--- config.mk ---
export PLATFORM = sky130hd
export DESIGN_NAME = uart_rx_flat
export DESIGN_NICKNAME = d
export VERILOG_FILES = /design/src/rtl/uart_pkg.sv /design/src/rtl/uart_rx_if.sv /design/src/rtl/uart_rx_sampler.sv /design/src/rtl/uart_rx.sv /design/src/flat_wrapper.sv
export SDC_FILE = /design/constraint.sdc
export NUM_CORES = 1
export LEC_CHECK = 0
export CORE_UTILIZATION = 55
export DETAILED_ROUTE_END_ITERATION = 10
export PLACE_DENSITY = 0.85
export SLEW_MARGIN = 15
export SYNTH_ARGS = -nofsm -noshare
export SYNTH_HDL_FRONTEND = slang
export SYNTH_SLANG_ARGS = --single-unit
export TNS_END_PERCENT = 5
--- constraint.sdc ---
create_clock -name CLK -period 2.57 [get_ports CLK]
set_input_delay 0.514 -clock CLK [delete_from_list [all_inputs] [get_ports CLK]]
set_output_delay 0.514 -clock CLK [all_outputs]
set_load 0.02 [all_outputs]
--- src/rtl/uart_pkg.sv ---
// Shared UART definitions: receiver FSM states, oversampling ratios, parity encodings.
// Also used by the TX side for parity type.
package uart_pkg;

    typedef enum logic [2:0] {
        ST_IDLE,
        ST_START,
        ST_DATA,
        ST_PARITY,
        ST_STOP
    } rx_state_e;

    localparam logic [5:0] PRESCALE_8  = 6'd8;
    localparam logic [5:0] PRESCALE_16 = 6'd16;
    localparam logic [5:0] PRESCALE_32 = 6'd32;

    typedef enum logic {
        PAR_EVEN = 1'b0,
        PAR_ODD  = 1'b1
    } par_typ_e;

    // Unsupported ratios fall back to the slowest-to-break setting of 8.
    function automatic logic [5:0] decode_prescale(input logic [5:0] raw);
        case (raw)
            PRESCALE_16: return PRESCALE_16;
            PRESCALE_32: return PRESCALE_32;
            default:     return PRESCALE_8;
        endcase
    endfunction

endpackage

--- src/rtl/uart_rx_if.sv ---
// System-side bundle of the UART receiver: serial line, frame configuration, results.
// master drives the line and configuration; slave is the receiver.
interface uart_rx_if #(
    parameter int DATA_WIDTH = 8
);
    logic                  RX_IN;
    logic [5:0]            Prescale;
    logic                  PAR_EN;
    logic                  PAR_TYP;
    logic [DATA_WIDTH-1:0] P_DATA;
    logic                  data_valid;
    logic                  par_err;
    logic                  stp_err;

    modport master (
        output RX_IN, Prescale, PAR_EN, PAR_TYP,
        input  P_DATA, data_valid, par_err, stp_err
    );

    modport slave (
        input  RX_IN, Prescale, PAR_EN, PAR_TYP,
        output P_DATA, data_valid, par_err, stp_err
    );
endinterface

--- src/rtl/uart_rx_sampler.sv ---
// Three-point majority sampler around the centre of an oversampled bit period.
// The voted bit is stable from edge_cnt = P/2+1 until the next period's samples.
module uart_rx_sampler (
    input  logic       CLK,
    input  logic       RST,
    input  logic       rx_s_i,
    input  logic [5:0] edge_cnt_i,
    input  logic [5:0] prescale_i,
    output logic       bit_o
);
    logic [5:0] half;
    logic [2:0] samples_q, samples_d;

    assign half = prescale_i >> 1;

    always_comb begin
        // NOTE: every always_comb output gets a default first so no path leaves it unassigned (no latch).
        samples_d = samples_q;
        if (edge_cnt_i == half - 6'd2) samples_d[0] = rx_s_i;
        if (edge_cnt_i == half - 6'd1) samples_d[1] = rx_s_i;
        if (edge_cnt_i == half)        samples_d[2] = rx_s_i;
    end

    always_ff @(posedge CLK or negedge RST) begin
        // NOTE: sequential state uses non-blocking assignments so all flops update from pre-edge values.
        if (!RST) samples_q <= 3'b111;
        else      samples_q <= samples_d;
    end

    assign bit_o = (samples_q[0] & samples_q[1]) |
                   (samples_q[0] & samples_q[2]) |
                   (samples_q[1] & samples_q[2]);

endmodule

--- src/rtl/uart_rx.sv ---
// UART receiver: synchronizes RX_IN, qualifies the start bit, deserializes LSB-first data,
// checks optional parity and the stop bit, and reports one-cycle result strobes.
module uart_rx
    import uart_pkg::*;
#(
    parameter int DATA_WIDTH = 8
) (
    input logic      CLK,
    input logic      RST,
    uart_rx_if.slave bus
);
    localparam int BIT_W = $clog2(DATA_WIDTH + 1);

    logic rx_meta_q, rx_s_q;

    rx_state_e             state_q, state_d;
    logic [5:0]            edge_cnt_q, edge_cnt_d;
    logic [5:0]            prescale_q, prescale_d;
    logic [BIT_W-1:0]      bit_cnt_q, bit_cnt_d;
    logic [DATA_WIDTH-1:0] shift_q, shift_d;
    logic [DATA_WIDTH-1:0] p_data_q, p_data_d;
    logic                  par_mis_q, par_mis_d;
    logic                  data_valid_q, data_valid_d;
    logic                  par_err_q, par_err_d;
    logic                  stp_err_q, stp_err_d;

    logic sampled_bit;
    logic edge_last;

    // NOTE: synchronizer flops reset to 1 so an idle-high line never looks like a start bit.
    always_ff @(posedge CLK or negedge RST) begin
        if (!RST) begin
            rx_meta_q <= 1'b1;
            rx_s_q    <= 1'b1;
        end else begin
            rx_meta_q <= bus.RX_IN;
            rx_s_q    <= rx_meta_q;
        end
    end

    uart_rx_sampler u_sampler (
        .CLK        (CLK),
        .RST        (RST),
        .rx_s_i     (rx_s_q),
        .edge_cnt_i (edge_cnt_q),
        .prescale_i (prescale_q),
        .bit_o      (sampled_bit)
    );

    assign edge_last = (edge_cnt_q == prescale_q - 6'd1);

    always_comb begin
        state_d      = state_q;
        edge_cnt_d   = edge_last ? 6'd0 : edge_cnt_q + 6'd1;
        prescale_d   = prescale_q;
        bit_cnt_d    = bit_cnt_q;
        shift_d      = shift_q;
        par_mis_d    = par_mis_q;
        p_data_d     = p_data_q;
        data_valid_d = 1'b0;
        par_err_d    = 1'b0;
        stp_err_d    = 1'b0;

        case (state_q)
            ST_IDLE: begin
                edge_cnt_d = 6'd0;
                if (!rx_s_q) begin
                    state_d    = ST_START;
                    prescale_d = decode_prescale(bus.Prescale);
                    par_mis_d  = 1'b0;
                    bit_cnt_d  = '0;
                end
            end

            ST_START: begin
                if (edge_last) begin
                    bit_cnt_d = '0;
                    state_d   = sampled_bit ? ST_IDLE : ST_DATA;
                end
            end

            ST_DATA: begin
                if (edge_last) begin
                    shift_d = {sampled_bit, shift_q[DATA_WIDTH-1:1]};
                    if (bit_cnt_q == BIT_W'(DATA_WIDTH - 1)) begin
                        state_d = bus.PAR_EN ? ST_PARITY : ST_STOP;
                    end else begin
                        bit_cnt_d = bit_cnt_q + BIT_W'(1);
                    end
                end
            end

            ST_PARITY: begin
                if (edge_last) begin
                    par_mis_d = sampled_bit != ((^shift_q) ^ (bus.PAR_TYP == PAR_ODD));
                    state_d   = ST_STOP;
                end
            end

            ST_STOP: begin
                if (edge_last) begin
                    if (sampled_bit && !par_mis_q) begin
                        p_data_d     = shift_q;
                        data_valid_d = 1'b1;
                    end
                    par_err_d = par_mis_q;
                    stp_err_d = !sampled_bit;
                    // A low line here is already the next start bit.
                    if (!rx_s_q) begin
                        state_d    = ST_START;
                        prescale_d = decode_prescale(bus.Prescale);
                        par_mis_d  = 1'b0;
                        bit_cnt_d  = '0;
                    end else begin
                        state_d = ST_IDLE;
                    end
                end
            end

            default: state_d = ST_IDLE;
        endcase
    end

    always_ff @(posedge CLK or negedge RST) begin
        if (!RST) begin
            state_q      <= ST_IDLE;
            edge_cnt_q   <= 6'd0;
            prescale_q   <= PRESCALE_8;
            bit_cnt_q    <= '0;
            shift_q      <= '0;
            par_mis_q    <= 1'b0;
            p_data_q     <= '0;
            data_valid_q <= 1'b0;
            par_err_q    <= 1'b0;
            stp_err_q    <= 1'b0;
        end else begin
            state_q      <= state_d;
            edge_cnt_q   <= edge_cnt_d;
            prescale_q   <= prescale_d;
            bit_cnt_q    <= bit_cnt_d;
            shift_q      <= shift_d;
            par_mis_q    <= par_mis_d;
            p_data_q     <= p_data_d;
            data_valid_q <= data_valid_d;
            par_err_q    <= par_err_d;
            stp_err_q    <= stp_err_d;
        end
    end

    assign bus.P_DATA     = p_data_q;
    assign bus.data_valid = data_valid_q;
    assign bus.par_err    = par_err_q;
    assign bus.stp_err    = stp_err_q;

endmodule

--- src/flat_wrapper.sv ---
// flat-port wrapper written by rule: the top's interface ports become plain ports
module uart_rx_flat import uart_pkg::*;
#(
    parameter int DATA_WIDTH = 8
)
  (CLK, RST, bus_RX_IN, bus_Prescale, bus_PAR_EN, bus_PAR_TYP, bus_P_DATA, bus_data_valid, bus_par_err, bus_stp_err);
  uart_rx_if #(.DATA_WIDTH(DATA_WIDTH)) bus_i ();
  input logic CLK;
  input logic RST;
  input wire logic [$bits(bus_i.RX_IN)-1:0] bus_RX_IN;
  input wire logic [$bits(bus_i.Prescale)-1:0] bus_Prescale;
  input wire logic [$bits(bus_i.PAR_EN)-1:0] bus_PAR_EN;
  input wire logic [$bits(bus_i.PAR_TYP)-1:0] bus_PAR_TYP;
  output wire logic [$bits(bus_i.P_DATA)-1:0] bus_P_DATA;
  output wire logic [$bits(bus_i.data_valid)-1:0] bus_data_valid;
  output wire logic [$bits(bus_i.par_err)-1:0] bus_par_err;
  output wire logic [$bits(bus_i.stp_err)-1:0] bus_stp_err;
  assign bus_i.RX_IN = bus_RX_IN;
  assign bus_i.Prescale = bus_Prescale;
  assign bus_i.PAR_EN = bus_PAR_EN;
  assign bus_i.PAR_TYP = bus_PAR_TYP;
  assign bus_P_DATA = bus_i.P_DATA;
  assign bus_data_valid = bus_i.data_valid;
  assign bus_par_err = bus_i.par_err;
  assign bus_stp_err = bus_i.stp_err;
  uart_rx #(.DATA_WIDTH(DATA_WIDTH)) u_core (.CLK(CLK), .RST(RST), .bus(bus_i));
endmodule
==> impl_metrics.tcl, run 1 <==
set metrics [dict create \
    synth_edf_count 0 \
    crit_end "u_core.bit_cnt_q[3]" \
    p_leak_nw 1.095 \
    via_per_inst 5.551 \
    yosysTopAreaCellShare_pct 42.12 \
    cp_max_fo 6 \
    clock_path_buffers 2 \
    wire_per_inst_um 13.87 \
    synthTopCellsByArea "dfrtp_1 (42%), mux2_1 (11%), dfstp_2 (7.6%)" \
    die-area_mm2 0.004031 \
    seq_area_frac_synth_pct 49.70 \
    avgSynthCellArea_um2 11.68 \
    core_area_mm2 0.003468 \
    total_power_mw 1.920 \
    rsz0062_at_grt "no" \
    period_share_pct 95.54 \
    slew_headroom_pct 41.66 \
    worstSetupStartpointType "flop" \
    wirelength_um 3425 \
    synth.distinct_cells 44 \
    via_count 1371 \
    die_height_um 63.49 \
    fin_nets 216 \
    start_util_pct 59.96 \
    setup_viol 0 \
    powerDensity_mw_per_mm2 799.7 \
    diodes 0 \
    crit_arrival_ns 2.67 \
    num_rows 21 \
    critPathRequiredTime_ns 2.78 \
    syn_inst 178 \
    grt_pass1_vias 1407 \
    synth_area_leader_cell "dfrtp_1" \
    r2r_end "u_core.bit_cnt_q[3]" \
    first_pass_iters 4 \
    cts.hold.buffers_added 0 \
    ys_warn_count 0 \
    die_w_um 63.49 \
    ant_nets 0 \
    io_buffers 21 \
    fmax_mhz 407.3 \
    place_inst 239 \
    maxSlewViolCount 0 \
    peakVddDrop_mv 0.4802 \
    drtIter0Drc 30 \
    syn-num-nets 194 \
    grt_antenna_before_repair 0 \
    overflow 0 \
    setup_slack_ns 0.1146 \
    instances_no_fill 247 \
    fin_tns_setup_ns 0 \
    rr_startpoint "u_core.prescale_q[3]" \
    skew_ns 0.003115 \
    synth-seq-cells 41 \
    crit_start "u_core.prescale_q[3]" \
    end_kind "flop" \
    cts_root_buf "clkbuf_8" \
    drive_above_1_share_pct 11.44 \
    fin_crit_ns 2.455 \
    netlist_area_mm2 0.002079 \
    grt_max_degree 42 \
    r2r_slack_ns 0.11 \
    insertion_delay_ns 0.30 \
    place.gp.congestion 0.8567 \
    critPathKind "flop to flop" \
    r2r_cells 7 \
    synth_flop_cell "dfrtp_1" \
    clkSlewWorstSetupHoldPaths_ns 0.08 \
    track_usage_pct 19.69 \
    hold_viol_final 0 \
    cts_sinks 41 \
    grt_pass1_wl_um 6058 \
    area_growth_pct 15.46 \
    drv_cap 0 \
    ios 22 \
    worstMarginPinSlew_ns 0.8751 \
    yosysMostFrequentCell "dfrtp_1" \
    outcome "finished, final reports clean" \
    hold_class "input pin to asynchronous set/reset pin" \
    h-tree-depth 2 \
    synthTopCellsByCount "dfrtp_1 (35), mux2_1 (20), xnor2_1 (15)" \
    cts_tree "done" \
    async_reset_ff_share_pct 100.0 \
    dp_hpwl_um 2595 \
    place_ws_ns 0.04014 \
    drc 0 \
    whs_ns 0.3275 \
    cts-buffers-inserted 5 \
]
power by group:
part / leakage (nW) / switching, mW / total (mW) / internal [mW]
Clock: 0.0439 / 0.221 / 0.408 / 0.187
Sequential: 0.535 / 0.131 / 0.897 / 0.766
Combinational: 0.517 / 0.315 / 0.615 / 0.300
Total: 1.10 / 0.667 / 1.92 / 1.25
area by class of cell:
cell class,instances,area (um2)
clock buffer,5,68.82
tap,46,57.56
timing repair buffer,22,212.7
multi-input combinational,124,988.4
clock inverter,3,17.52
fill,276,1067
sequential,41,1033
inverter,6,22.52
state kept, by name, indices dropped and copies added (netlist names), 3 cells and up:
name and flops:
u_core.u_sampler.samples_q 3, u_core.prescale_q 3, u_core.bit_cnt_q 4, u_core.edge_cnt_q 6, u_core.bus.P_DATA 8, u_core.state_q 3, u_core.shift_q 8
worst min-delay path by stage:
| stage | slack [ns] | endpoint |
|---|---|---|
| floorplan | 0.22 | u_core.bit_cnt_q[0] |
| global placement | 0.35 | u_core.rx_s_q |
| detailed placement | 0.35 | u_core.rx_s_q |
| CTS | 0.35 | u_core.bus.P_DATA[0] |
| global route | 0.36 | u_core.rx_s_q |
| finish | 0.33 | u_core.bus.stp_err |
layer usage:
layer / up-vias / global-route usage, % / share of wire, %
li1: 664 / - / -
met1: 668 / 22.07 / 41
met2: 33 / 34.18 / 52
met3: 6 / 5.797 / 4.8
met4: 0 / 8.807 / 1.5
met5: - / 0 / 0
critical path: stages, from the launching register on:
cell	delay (ns)
dfstp_2	0.58
inv_1	0.08
ha_1	0.34
xnor2_1	0.17
nor4_4	0.39
o221ai_2	0.21
or3_1	0.41
o31ai_2	0.19
through the flow:
stage / util [%] / area [um2]
6_report: 69.23 / 2401
5_1_grt: 69.23 / 2401
4_1_cts: 69.19 / 2400
3_5_place_dp: 66.70 / 2313
3_3_place_gp: 66.70 / 2313
2_1_floorplan: - / 2079
cell families after synthesis:
group,count (synthesis),synth area share (%)
muxes,22,11.79
buffers and inverters,13,2.828
adders and majority gates,6,3.490
xor gates and xnor gates,22,10.65
DFF,41,49.70
AOI/OAI and AO/OA,19,6.618
and+or+nand+nor,55,14.92
layout by cell type, fill, tap and decap left out, types with 3 or more instances in the layout:
| cell | count |
|---|---|
| dfrtp_1 | 35 |
| mux2_1 | 20 |
| clkdlybuf4s50_1 | 20 |
| xnor2_1 | 15 |
| nor2_1 | 13 |
| nand2_1 | 10 |
| inv_1 | 6 |
| o21ai_1 | 6 |
| dfstp_2 | 6 |
| nand3_1 | 5 |
| xor2_1 | 5 |
| ha_1 | 5 |
| clkbuf_8 | 5 |
| nor3_1 | 3 |
| nor2b_1 | 3 |
| nand2b_1 | 3 |
| nor3b_1 | 3 |
| a21oi_1 | 3 |
what timing repair did:
item / 4_1_cts / 5_1_grt
buffers inserted: 0 / 0
gates resized for setup: 0 / 1
setup endpoints to repair: 0 / 8
endpoints found under the hold margin: 0 / 0
Note: power is estimated with default switching activity, not from simulation.
==> run 2, diff against run 1 <==
Settings changed: CORE_ASPECT_RATIO set to 0.75, SLEW_MARGIN 15 to 20.
==> run 2 against run 1 <==
Via count is 3.9% higher. Total power increased by 7.2%. Clock-buffer cell count did not move. Setup slack gained 0.024 ns. Fmax up 0.97%. Largest cell class unchanged.
==> impl_metrics.tcl, run 2 (synthesized netlist as in run 1, its figures left out) <==
set metrics [dict create \
    start_util_pct 60.35 \
    die_w_um 73 \
    cp_max_fo 7 \
    final_cell_mix "dfrtp_1 (35), mux2_1 (20), clkdlybuf4s50_1 (20)" \
    critPathKind "flop to flop" \
    slew_headroom_pct 41.69 \
    via_count 1424 \
    first_pass_iters 4 \
    place.gp.congestion 0.8398 \
    crit_arrival_ns 2.61 \
    critPathRequiredTime_ns 2.75 \
    fmax_mhz 411.2 \
    area_growth_pct 18.35 \
    cts_root_buf "clkbuf_8" \
    wire_per_inst_um 15.30 \
    rsz0062_at_grt "no" \
    outcome "finished, final reports clean" \
    hold_class "input pin to asynchronous set/reset pin" \
    setup_viol 0 \
    via_per_inst 5.606 \
    drv_cap 0 \
    insertion_delay_ns 0.29 \
    worstSetupStartpointType "flop" \
    wirelength_um 3887 \
    worstMarginPinSlew_ns 0.8746 \
    clock_path_buffers 2 \
    cts.hold.buffers_added 0 \
    die-area_mm2 0.004033 \
    drive_above_1_share_pct 12.75 \
    period_share_pct 94.62 \
    cts_tree "done" \
    diodes 0 \
    h-tree-depth 2 \
    fin_area_mm2 0.002461 \
    p_sw_mw 0.6975 \
    instances_no_fill 254 \
    intPower_mw 1.362 \
    whs_ns 0.3267 \
    switching_share_pct 33.87 \
    p_seq_share_pct 44.1 \
    cts_sinks 41 \
    place_inst 244 \
    overflow 0 \
    peakVddDrop_mv 0.6380 \
    fin_tns_setup_ns 0 \
    drtIter0Drc 87 \
    layout_commonest_cell "dfrtp_1" \
    core_area_mm2 0.003446 \
    clkSlewWorstSetupHoldPaths_ns 0.08 \
    grt_pass1_wl_um 6630 \
    maxSlewViolCount 0 \
    num_rows 18 \
    grt_antenna_before_repair 0 \
    dp_hpwl_um 2656 \
    io_buffers 21 \
    track_usage_pct 21.65 \
    ant_nets 0 \
    grt_max_degree 42 \
    fin_crit_ns 2.432 \
    ios 22 \
    drc 0 \
    fin_nets 220 \
    hold_viol_final 0 \
    powerDensity_mw_per_mm2 836.7 \
    p_leak_nw 1.129 \
    placedInstanceArea_mm2 0.002326 \
    skew_ns 0.01030 \
    cts-buffers-inserted 5 \
    rr_startpoint "u_core.prescale_q[3]" \
    pwr-share-clk_pct 23.9 \
    grt_pass1_vias 1396 \
    crit_start "u_core.prescale_q[3]" \
    total_power_mw 2.059 \
    end_kind "flop" \
    p_comb_share_pct 32.0 \
    die_height_um 55.25 \
]
-- run 2: final timing paths --
path	endpoint	slack, ns	cells past startpoint
min in group CLK	u_core.rx_s_q	0.36	0
worst min register to register	u_core.rx_s_q	0.36	0
max in group asynchronous	u_core.bit_cnt_q[1]	1.68	1
worst max register to register	u_core.prescale_q[5]	0.14	8
worst min-delay path	u_core.bus.P_DATA[6]	0.33	1
worst max-delay path	u_core.prescale_q[5]	0.14	8
-- run 2: layout make-up --
class | instances | area (um2)
Sequential cell | 41 | 1033
Multi-Input combinational cell | 124 | 992.2
Fill cell | 243 | 984.7
Timing Repair Buffer | 26 | 246.5
Clock buffer | 5 | 68.82
Tap cell | 50 | 62.56
Clock inverter | 2 | 35.03
Inverter | 6 | 22.52
-- run 2: metal layers --
metal	track usage (%)	wire length [um]
met5	0	0
met4	5.882	51
met3	5.109	169
met2	34.92	1902
met1	29.23	1764
-- run 2: power groups by stage --
stage / logic [mW] / registers [mW] / clock network (mW)
final: 0.659 / 0.909 / 0.492
after global routing: 0.727 / 0.925 / 0.528
after CTS: 0.638 / 0.904 / 0.504
after detailed placement: 0.626 / 0.913 / 0
after global placement: 0.597 / 0.900 / 0
after floorplan: 0.557 / 0.838 / 0
-- run 2: timing repair --
item / in CTS / in global routing
resized for setup: 1 / 1
pin swaps: 1 / 2
endpoints found under the setup margin: 3 / 20
setup buffers: 0 / 3
-- run 2: per-stage QoR --
step | setup WS (ns) | utilization (%)
2_1_floorplan | 0.2435 | -
3_3_place_gp | 0.1058 | 67.50
3_5_place_dp | -0.01841 | 67.50
4_1_cts | -0.01715 | 70.66
5_1_grt | 0.07167 | 71.42
6_report | 0.1382 | 71.42
-- run 2: critical path: stages, from the launching register on --
cell and delay, ns:
dfstp_2 0.59, inv_1 0.09, ha_1 0.23, xor3_1 0.23, nor4_4 0.28, buf_4 0.19
nand2b_1 0.18, nand3b_1 0.18, mux2_1 0.35
